`config.mk`:
```
export PLATFORM = sky130hd
export DESIGN_NAME = instruction_fetch
export DESIGN_NICKNAME = d
export VERILOG_FILES = /design/src/rtl/fetch_pkg.sv /design/src/rtl/fetch_timeout.sv /design/src/rtl/instruction_fetch.sv
export SDC_FILE = /design/constraint.sdc
export NUM_CORES = 1
export LEC_CHECK = 0
export BUFFER_PORTS_ARGS = -buffer_cell sky130_fd_sc_hd__buf_2
export CAP_MARGIN = 25
export CELL_PAD_IN_SITES_DETAIL_PLACEMENT = 1
export CELL_PAD_IN_SITES_GLOBAL_PLACEMENT = 1
export CORE_MARGIN = 2
export CORE_UTILIZATION = 38
export CTS_BUF_LIST = sky130_fd_sc_hd__clkbuf_8
export CTS_CLUSTER_DIAMETER = 150
export DETAILED_ROUTE_END_ITERATION = 12
export PLACE_DENSITY_LB_ADDON = 0.1
export SLEW_MARGIN = 5
export SYNTH_ARGS = -nofsm -noshare
export SYNTH_HDL_FRONTEND = slang
export SYNTH_SLANG_ARGS = --single-unit
export TNS_END_PERCENT = 50
```
`constraint.sdc`:
```
create_clock -name clk -period 2.25 [get_ports clk]
set_input_delay 0 -clock clk [delete_from_list [all_inputs] [get_ports clk]]
set_output_delay 0 -clock clk [all_outputs]
set_load 0.05 [all_outputs]
```
`src/rtl/fetch_pkg.sv`:
```
// Shared types and constants for the instruction fetch unit.
package fetch_pkg;

  typedef enum logic [1:0] {
    S_START,
    S_FETCH,
    S_ISSUE,
    S_UPDATE
  } fetch_state_e;

  localparam int unsigned DEF_INSTR_BYTES    = 4;
  localparam int unsigned DEF_TIMEOUT_CYCLES = 16;

  // Clears the two low address bits; truncate to the address width at the use site.
  localparam logic [63:0] ALIGN_MASK = ~64'h3;

endpackage

```
`src/rtl/fetch_timeout.sv`:
```
// Memory wait watchdog: counts unanswered request cycles and pulses fetch_error on expiry.
module fetch_timeout
  import fetch_pkg::*;
#(
  parameter int unsigned TIMEOUT_CYCLES = DEF_TIMEOUT_CYCLES
) (
  input  logic clk,
  input  logic reset,
  input  logic active,
  input  logic mem_ready,
  output logic expire_c,
  output logic fetch_error
);

  localparam int unsigned CNT_W = $clog2(TIMEOUT_CYCLES + 1);

  logic [CNT_W-1:0] count;

  // Expires on the last waiting cycle unless data arrives in that same cycle.
  assign expire_c = active && !mem_ready && (count == CNT_W'(TIMEOUT_CYCLES - 1));

  always_ff @(posedge clk or negedge reset) begin
    if (!reset) begin
      count       <= '0;
      fetch_error <= 1'b0;
    end else begin
      fetch_error <= expire_c;
      if (!active || mem_ready || expire_c) begin
        count <= '0;
      end else begin
        count <= count + CNT_W'(1);
      end
    end
  end

endmodule

```
`src/rtl/instruction_fetch.sv`:
```
// Fetch loop: request word at PC, hand it to decode, write the next PC back.
// Optional memory timeout watchdog enabled by defining FETCH_TIMEOUT_EN.
module instruction_fetch
  import fetch_pkg::*;
#(
`ifdef FETCH_TIMEOUT_EN
  parameter int unsigned TIMEOUT_CYCLES = DEF_TIMEOUT_CYCLES,
`endif
  parameter int unsigned ADDR_W      = 32,
  parameter int unsigned DATA_W      = 32,
  parameter int unsigned INSTR_BYTES = DEF_INSTR_BYTES
) (
  input  logic              clk,
  input  logic              reset,
  input  logic [ADDR_W-1:0] current_address,
  input  logic              address_updated,
  output logic              write_enable,
  output logic [ADDR_W-1:0] new_address,
  output logic              mem_req,
  output logic [ADDR_W-1:0] mem_addr,
  input  logic              mem_ready,
  input  logic [DATA_W-1:0] mem_rdata,
  output logic              instr_valid,
  output logic [DATA_W-1:0] instr,
  input  logic              instr_ready,
  input  logic              branch_taken,
  input  logic [ADDR_W-1:0] branch_target,
  output logic              fetch_error
);

  fetch_state_e      state, state_d;
  logic              mem_req_d, write_enable_d, instr_valid_d;
  logic [ADDR_W-1:0] mem_addr_d, new_address_d;
  logic [DATA_W-1:0] instr_d;
  logic              timeout_c;

`ifdef FETCH_TIMEOUT_EN
  fetch_timeout #(
    .TIMEOUT_CYCLES(TIMEOUT_CYCLES)
  ) u_timeout (
    .clk        (clk),
    .reset      (reset),
    .active     ((state == S_FETCH) && mem_req),
    .mem_ready  (mem_ready),
    .expire_c   (timeout_c),
    .fetch_error(fetch_error)
  );
`else
  assign timeout_c   = 1'b0;
  assign fetch_error = 1'b0;
`endif

  // Next state and next registered outputs.
  always_comb begin
    state_d        = state;
    mem_req_d      = 1'b0;
    mem_addr_d     = mem_addr;
    write_enable_d = 1'b0;
    new_address_d  = new_address;
    instr_valid_d  = 1'b0;
    instr_d        = instr;
    case (state)
      S_START: begin
        state_d    = S_FETCH;
        mem_req_d  = 1'b1;
        mem_addr_d = current_address;
      end
      S_FETCH: begin
        if (mem_req && mem_ready) begin
          instr_d       = mem_rdata;
          instr_valid_d = 1'b1;
          state_d       = S_ISSUE;
        end else begin
          // A timeout drops the request for one cycle, then retries the held address.
          mem_req_d = !timeout_c;
        end
      end
      S_ISSUE: begin
        if (instr_valid && instr_ready) begin
          new_address_d  = branch_taken ? (branch_target & ADDR_W'(ALIGN_MASK))
                                        : current_address + ADDR_W'(INSTR_BYTES);
          write_enable_d = 1'b1;
          state_d        = S_UPDATE;
        end else begin
          instr_valid_d = 1'b1;
        end
      end
      S_UPDATE: begin
        if (address_updated) begin
          // The PC now holds new_address, so fetch from it without waiting a cycle.
          state_d    = S_FETCH;
          mem_req_d  = 1'b1;
          mem_addr_d = new_address;
        end else begin
          write_enable_d = 1'b1;
        end
      end
      default: state_d = S_START;
    endcase
  end

  always_ff @(posedge clk or negedge reset) begin
    if (!reset) begin
      state        <= S_START;
      mem_req      <= 1'b0;
      mem_addr     <= '0;
      write_enable <= 1'b0;
      new_address  <= '0;
      instr_valid  <= 1'b0;
      instr        <= '0;
    end else begin
      state        <= state_d;
      mem_req      <= mem_req_d;
      mem_addr     <= mem_addr_d;
      write_enable <= write_enable_d;
      new_address  <= new_address_d;
      instr_valid  <= instr_valid_d;
      instr        <= instr_d;
    end
  end

endmodule

```
# Word-level counts from Yosys, hierarchy flattened
# Cells that the tools add are included.
[totals]
ff_bits = 101
elab_cells = 38
out_inout_bits = 100
inputBits = 102
[classes]
n_eq_ne = 6
reduce_logical = 8
mux = 16
add_sub_neg = 1
[op_table]
columns = ["op", "n"]
rows = [
  ["two-way mux 32 bit", 2],
  ["case mux 32 bit (2 select lines)", 1],
  ["adder 32 x 3 -> 32 bit (second input constant)", 1],
  ["case mux 2 bit (4 select lines)", 1],
  ["two-way mux 1 bit", 6],
  ["two-way mux 2 bit", 3],
  ["inequality test 2 bit (second input constant)", 3],
  ["AND reduction 2 bit", 3],
  ["equality test 2 bit (second input constant)", 2],
  ["case mux 1 bit (2 select lines)", 2],
  ["case mux 1 bit (3 select lines)", 1],
  ["AND reduction 3 bit", 1],
  ["equality test 2 x 1 -> 1 bit (second input constant)", 1],
  ["logical AND 1 bit", 2],
  ["zero test 2 bit", 1],
  ["nonzero test 2 bit", 1],
]

# Longest topological paths before layout
# Gate-level depths: netlist (run 1).
[logic_depth]
word_depth = 3
ltp_mapped = 8
depth_no_buf = 7

# Worst setup path before layout (run 1)
# OpenSTA, ideal clock, no wires.
[synth_path]
path_kind = "register to register"
from = "register state[0]"
to = "register mem_addr[27]"
n_path_buf = 2
t_required_ns = 2.166
t_arrival_ns = 1.617
slack_ns = 0.549
period_less_slack_ns = 1.701
setup_time_ns = 0.084
stages_incl_launch_ff = 7
path_cell_list = "dfrtp_1 > ha_1 > buf_2 > mux2i_1 > clkbuf_1 > nand2_1 > o21ai_0"
[synth_between]
elab_chain_len = 3
word_cells_on_any_way = 6
cone_classes = "2 x eq/ne; 1 x mux; 3 x reduce/logical"
[synth_rtl]
columns = ["item", "line_no", "source"]
rows = [
  ["from (decl)", "instruction_fetch.sv:31", "fetch_state_e state, state_d;"],
  ["from (signal assigned)", "instruction_fetch.sv:112", "state <= state_d;"],
  ["equality test 2 bit or zero test 2 bit (tied branches)", "instruction_fetch.sv:62", "case (state)"],
  ["inequality test 2 bit (no line) or nonzero test 2 bit (tied branches)", "n/a", ""],
  ["AND reduction 2 bit (no line)", "n/a", ""],
  ["to (signal assigned)", "instruction_fetch.sv:114", "mem_addr <= mem_addr_d;"],
  ["to (decl)", "instruction_fetch.sv:20", "output logic [ADDR_W-1:0] mem_addr,"],
]
# Several ways; a longest one is shown, not always the timed one.
# A chain may end at the register's enable or synchronous reset.

# Worst setup path in the final report (run 1)
[layout_path]
from = "register state[0]"
to = "register new_address[17]"
[layout_between]
elab_chain_len = 2
[layout_rtl]
columns = ["item", "line_no", "source"]
rows = [
  ["equality test 2 bit", "instruction_fetch.sv:62", ""],
  ["AND reduction 2 bit (no line)", "n/a", ""],
  ["to (signal assigned)", "instruction_fetch.sv:116", "new_address <= new_address_d;"],
  ["to (decl)", "instruction_fetch.sv:18", "output logic [ADDR_W-1:0] new_address,"],
]
# Every way passes these cells.

==> qor.yml, run 1 <==
critical_path:
  r2r-end: "new_address[17]"
  crit_type: "flop to flop"
  cp_max_fo: 29
  critPathCaptureType: "flop"
  endpoint: "new_address[17]"
  arrival_ns: 2.41
  worstSetupStartpoint: "state[0]"
  reg2reg_from: "state[0]"
  r2r_cells: 7
  cp_data_required_time_ns: 2.58
  cp-start-kind: "flop"
  r2r_slack_ns: 0.17
finish:
  syn_to_final_growth_pct: 45.29
  finalInstanceArea_um2: 7253
  fin_cells: 927
  drive_above_1_share_pct: 35.81
  fin_nets: 857
sta:
  max_clock_freq_mhz: 481.2
  hold_violations: 0
  period_needed_ns: 2.078
  setup_tns_ns: 0
  tightest_slew_ns: 0.7100
  drv_slew: 0
  hold_ws_ns: 0.002684
  rsz0062_at_grt: "no"
  max-slew-margin-rel_pct: 52.30
  setup_violations: 0
  period_share_pct: 92.35
  finClkSkew_ns: 0.01013
yosys:
  synth_edf_count: 0
  ys.flop_type: "dfrtp_1"
  syn_area_um2: 4992
  yosysTopAreaCellShare_pct: 50.63
  yosysWarnings: 0
  syn_nets: 574
  yosysUniqueCellTypes: 43
  ys_async_sr_fraction_pct: 100.0
  yosys.area.top_type: "dfrtp_1"
  netlist_instances: 466
  synth_area_per_cell_um2: 10.71
  yosys_register_bits: 101
  synth_top_cells_by_area: "dfrtp_1 (51%), mux2_2 (7.9%), mux2i_1 (7.8%)"
  ys_seq_area_share_pct: 50.63
power_and_ir_drop:
  p_int_mw: 4.687
  leakagePower_nw: 3.555
  combinationalPowerShare_pct: 58.3
  irDropWorstVdd_mv: 0.7684
  clockPowerShare_pct: 11.1
  power_switching_mw: 5.548
  pwr-share-seq_pct: 30.6
  powerDensity_nw_per_um2: 1411
  sw_frac_of_total_pct: 54.21
cts:
  htree_levels: 3
  cts_tree: "done"
  cts_setup_buffers: 0
  clock_path_buffers: 2
  cts_sinks: 101
  clkLatencyLatePin_ns: 0.39
  path_clk_slew_ns: 0.11
  cts-root-buf: "clkbuf_8"
  cts_buffers: 9
floorplan:
  start_util_pct: 39.24
  io_pins: 202
  core-area_um2: 12720
  rows: 41
  die-area_um2: 14070
  die_w_um: 118.6
  die-height_um: 118.6
placed_design:
  port_buffers: 198
  dpl.hpwl_um: 11000
  dpl_cell_area_um2: 6140
  dp_cells: 819
  place.gp.congestion: 0.7606
detailed_routing:
  ant_nets: 0
  vias: 4617
  drc: 0
  wire_per_inst_um: 18.13
  wl_um: 16800
  drtPass1Iterations: 6
  vias_per_cell: 4.981
  drtIter0Drc: 185
global_route:
  overflow: 0
  antenna_found_initial: 1
  grt_pass1_vias: 5216
  grt_max_degree: 57
  grt_pass1_wl_um: 27560
  grt_usage_pct: 24.85
min_path:
  hp-class: "input port to flop"
run:
  cap_viol_max_count: 0
outcome:
  status: "completed"
[sequential cells by signal (all words and copies together), names as in the netlist]
name / cells
state: 2
instr_valid: 1
instr: 32
new_address: 32
mem_req: 1
mem_addr: 32
write_enable: 1
[power by group through the flow]
stage          logic [mW]  clock network [mW]  registers (mW)
6_report             5.97                1.13            3.14
5_1_grt              6.32                1.24            3.26
4_1_cts              5.96                1.17            3.13
3_5_place_dp         5.83                   0            3.16
3_3_place_gp         5.71                   0            3.10
2_1_floorplan        1.55                   0            5.88
[placed cells by master, fill, tap and decap left out, types with 2 or more instances in the layout]
cell type,instances
nand3b_1,4
o22ai_1,9
a21oi_1,23
clkinvlp_4,2
buf_12,2
xor2_1,11
and3_1,15
clkbuf_8,9
nand2_1,57
o21ai_0,52
xnor2_1,13
dfrtp_1,101
nand4_1,10
clkinv_4,2
dlygate4sd3_1,91
ha_1,5
and2_1,2
buf_2,197
mux2_2,35
nor3_1,4
o21ai_1,2
buf_4,11
inv_1,6
and4_1,2
nor2_1,18
mux2i_1,38
nand3_1,12
[worst max-delay path: stages, from the launching register on]
cell and delay (ns):
dfrtp_1 0.43, inv_1 0.16, ha_1 0.23, and3_1 0.24
buf_12 0.20, nand3_1 0.10, dlygate4sd3_1 0.57, nand3_1 0.08
[what timing repair did]
item                                    CTS  global route
hold endpoints to repair                135             0
hold buffers                             91             0
resized for setup                         0             3
endpoints found under the setup margin    0             1
[synthesized netlist by cell type (all sizes together), types with 2 or more instances]
library cell	count
and3	15
nor2	18
clkbuf	21
or3	2
a21oi	23
buf	8
nand4	12
and4	4
and2	2
nand2	57
xor2	11
mux2	35
nand3	12
xnor2	13
o22ai	9
ha	6
dfrtp	101
o21ai	54
nor3	6
inv	5
nand3b	4
mux2i	39
[kinds of logic after synthesis]
family | after synthesis | synth area share [%]
simple gates | 134 | 14.11
flops | 101 | 50.63
compound gates | 92 | 9.800
mux | 74 | 15.71
buf+inv | 34 | 3.960
xor+xnor | 24 | 4.210
fa+ha+maj | 6 | 1.504
other cells | 1 | 0.07512
[through the flow]
| stage | util [%] | power [mW] | setup WS (ns) |
|---|---|---|---|
| after floorplan | - | 7.427 | 0.5495 |
| after global placement | 48.26 | 8.808 | 0.4962 |
| after detailed placement | 48.26 | 8.985 | 0.4110 |
| after CTS | 56.89 | 10.26 | 0.08606 |
| after global routing | 56.99 | 10.82 | 0.02514 |
| final | 57.01 | 10.24 | 0.1720 |
[metal layers]
layer / GRT usage, % / share of wire, % / vias to the layer above
li1: - / - / 2203
met5: 0 / 0 / -
met3: 4.537 / 4.1 / 20
met2: 45.26 / 52 / 115
met1: 29.52 / 42 / 2279
met4: 7.664 / 1.7 / 0
[final cells by class]
class	count	area (um^2)
Tap cell	172	215.2
Fill cell	1505	5469
Multi-Input combinational cell	331	2282
Sequential cell	101	2527
Inverter	5	18.77
Clock buffer	9	123.9
Timing Repair Buffer	301	2019
Clock inverter	7	63.81
Antenna cell	1	2.502
[how the worst min path moves through the flow]
stage | from | endpoint | depth (start not counted)
floorplan | reset | instr[0] | 0
CTS | branch_taken | new_address[18] | 3
global placement | reset | mem_addr[0] | 1
detailed placement | reset | mem_addr[1] | 1
global route | current_address[17] | mem_addr[17] | 3
finish | branch_target[31] | new_address[31] | 5
Note: power is estimated with default switching activity, not from simulation.
==> run 2, diff against run 1 <==
Settings changed: RECOVER_POWER set to 100.
==> run 2 against run 1 <==
  * Hold slack better by 0.0053 ns
  * Combinational power decreased by 4.2%
  * Worst setup slack is essentially flat
  * Sequential cell count is the same
  * Sequential power hardly changed
  * Critical path depth down 2
  * Die area is the same
  * Clock skew hardly changed
  * Routed wire length rose by 0.26%
  * Final area fell by 2.0%
==> qor.yml, run 2 (synthesis gave the netlist of run 1 again) <==
finish:
  ff_latch_area_um2: 2527  # unchanged
  fin_cells: 927  # unchanged
  fin_util_pct: 55.85  # was 57.01%
  largestRegisters: "instr (32), mem_addr (32), new_address (32)"  # unchanged
  drive_above_1_share_pct: 22.15  # was 35.81%
  n_fill_cell: 1525  # was 1,505
  layout_commonest_cell: "clkbuf_1"  # was buf_2
  syn_to_final_growth_pct: 42.33  # was 45.29%
  fin_nets: 857  # unchanged
  mostFrequentLayoutCells: "clkbuf_1 (102), dfrtp_1 (101), buf_2 (97)"  # was buf_2 (197), dfrtp_1 (101), dlygate4sd3_1 (91)
  multiInputGateArea_um2: 2280  # was 2282 um^2
global_route:
  grt_max_degree: 57  # unchanged
  grt_usage_pct: 24.85  # unchanged
  antenna_found_initial: 1  # unchanged
  grt_pass1_wl_um: 27560  # unchanged
  overflow: 0  # unchanged
  grt_pass1_vias: 5216  # unchanged
detailed_routing:
  drtPass1Iterations: 4  # was 6
  wire_per_inst_um: 18.17  # was 18.13 um
  drtIter0Drc: 172  # was 185
  wl_um: 16850  # was 16,800 um
  ant_nets: 0  # unchanged
  vias_per_cell: 5.001  # was 4.981
  vias: 4636  # was 4,617
  drc: 0  # unchanged
cts:
  cts-root-buf: "clkbuf_8"  # unchanged
  cts_buffers: 9  # unchanged
  cts_tree: "done"  # unchanged
  htree_levels: 3  # unchanged
  path_clk_slew_ns: 0.11  # about the same
  clock_path_buffers: 2  # unchanged
  cts_sinks: 101  # unchanged
  clkLatencyLatePin_ns: 0.39  # about the same
run:
  cap_viol_max_count: 0  # unchanged
critical_path:
  arrival_ns: 2.36  # was 2.41 ns
  cp-start-kind: "flop"  # unchanged
  cp_cell_sequence: "inv_1 -> ha_1 -> nand3_1 -> clkbuf_2 -> mux2_2"  # was inv_1 -> ha_1 -> and3_1 -> buf_12 -> nand3_1 -> dlygate4sd3_1 -> nand3_1
  critPathCaptureType: "flop"  # unchanged
  crit_type: "flop to flop"  # unchanged
  critPathTopFamily: "buffers and inverters"  # unchanged
  critical_path_buf_inv_count: 2  # was 3
  cpPeakStageDelay_ns: 0.66  # was 0.57 ns
  slowest_stage: "clkbuf_2"  # was dlygate4sd3_1
  cp_data_required_time_ns: 2.53  # was 2.58 ns
  cp_max_fo: 32  # was 29
  r2r_slack_ns: 0.17  # about the same
sta:
  hold_violations: 0  # unchanged
  finClkSkew_ns: 0.01036  # was 0.01013 ns
  setup_tns_ns: 0  # unchanged
  period_share_pct: 92.36  # was 92.35%
  drv_slew: 0  # unchanged
  rsz0062_at_grt: "no"  # unchanged
  max_clock_freq_mhz: 481.2  # about the same
  period_needed_ns: 2.078  # about the same
  setup_violations: 0  # unchanged
  tightest_slew_ns: 1.265  # was 0.7100 ns
  max-slew-margin-rel_pct: 15.65  # was 52.30%
floorplan:
  die-area_um2: 14070  # unchanged
  die_w_um: 118.6  # unchanged
  start_util_pct: 39.24  # unchanged
  core-area_um2: 12720  # unchanged
  die-height_um: 118.6  # unchanged
  io_pins: 202  # unchanged
  rows: 41  # unchanged
power_and_ir_drop:
  leakagePower_nw: 3.217  # was 3.555 nW
  irDropWorstVdd_mv: 0.7391  # was 0.7684 mV
  powerDensity_nw_per_um2: 1411  # about the same
min_path:
  hp-class: "input port to flop"  # unchanged
placed_design:
  place.gp.congestion: 0.7606  # unchanged
  dp_cells: 819  # unchanged
  dpl.hpwl_um: 11000  # unchanged
  port_buffers: 198  # unchanged
outcome:
  status: "completed"  # unchanged
==> run 2: changes by cell type in the layout (fill, tap and decap cells not counted), sizes merged <==
cell | previous run | this run
clkbuf | 9 | 116
buf | 210 | 103
==> run 2: final cells by class <==
class                           instances  share of cell area [%]
Timing Repair Buffer                  301                   26.38
Inverter                                5                  0.2641
Clock inverter                          7                  0.8980
Clock buffer                            9                   1.743
Tap cell                              172                   3.029
Antenna cell                            1                 0.03522
Sequential cell                       101                   35.57
Multi-Input combinational cell        331                   32.08
==> run 2: layer usage <==
layer	GRT usage [%]	vias up	part of all wire, %	routed length, um
met1	29.52	2292	42	7020
met4	7.664	0	1.7	287
li1	-	2204	-	-
met5	0	-	0	0
met2	45.26	120	52	8835
met3	4.537	20	4.2	701
==> run 2: timing repair <==
item / 4_1_cts / 5_1_grt
setup endpoints to repair: 0 / 1
endpoints found under the hold margin: 135 / 0
buffers inserted: 0 / 0
hold buffers: 91 / 0
resized for setup: 0 / 3
==> run 2: worst paths after layout <==
| check | start | to | cells past startpoint |
|---|---|---|---|
| worst max-delay path | state[1] | instr[15] | 5 |
| worst min-delay path | current_address[17] | mem_addr[17] | 3 |
| worst max register to register | state[1] | instr[15] | 5 |
| worst min register to register | mem_addr[17] | mem_addr[17] | 2 |
| max in group asynchronous | reset | write_enable | 3 |
| min in group asynchronous | reset | mem_addr[1] | 2 |
==> run 2: stage by stage <==
step	hold WS (ns)	worst slack [ns]	total power, mW	instance area (um^2)
floorplan	-0.2956	0.5495	7.427	4992
global placement	0.05140	0.4962	8.808	6140
detailed placement	0.05612	0.4110	8.985	6140
CTS	0.001260	0.08606	10.26	7238
global route	0.02783	0.02718	10.61	7103
finish	0.007955	0.1720	10.02	7106
==> run 2: power breakdown <==
group	switching, mW	total, mW	internal [mW]
logic	4.34	5.72	1.39
clock network	0.717	1.14	0.419
registers	0.526	3.16	2.64
==> run 2: worst reg2reg max path, cell delays in order, from the launching register on <==
cell and delay, ns:
dfrtp_1 0.41, inv_1 0.11, ha_1 0.24, nand3_1 0.12, clkbuf_2 0.66, mux2_2 0.43
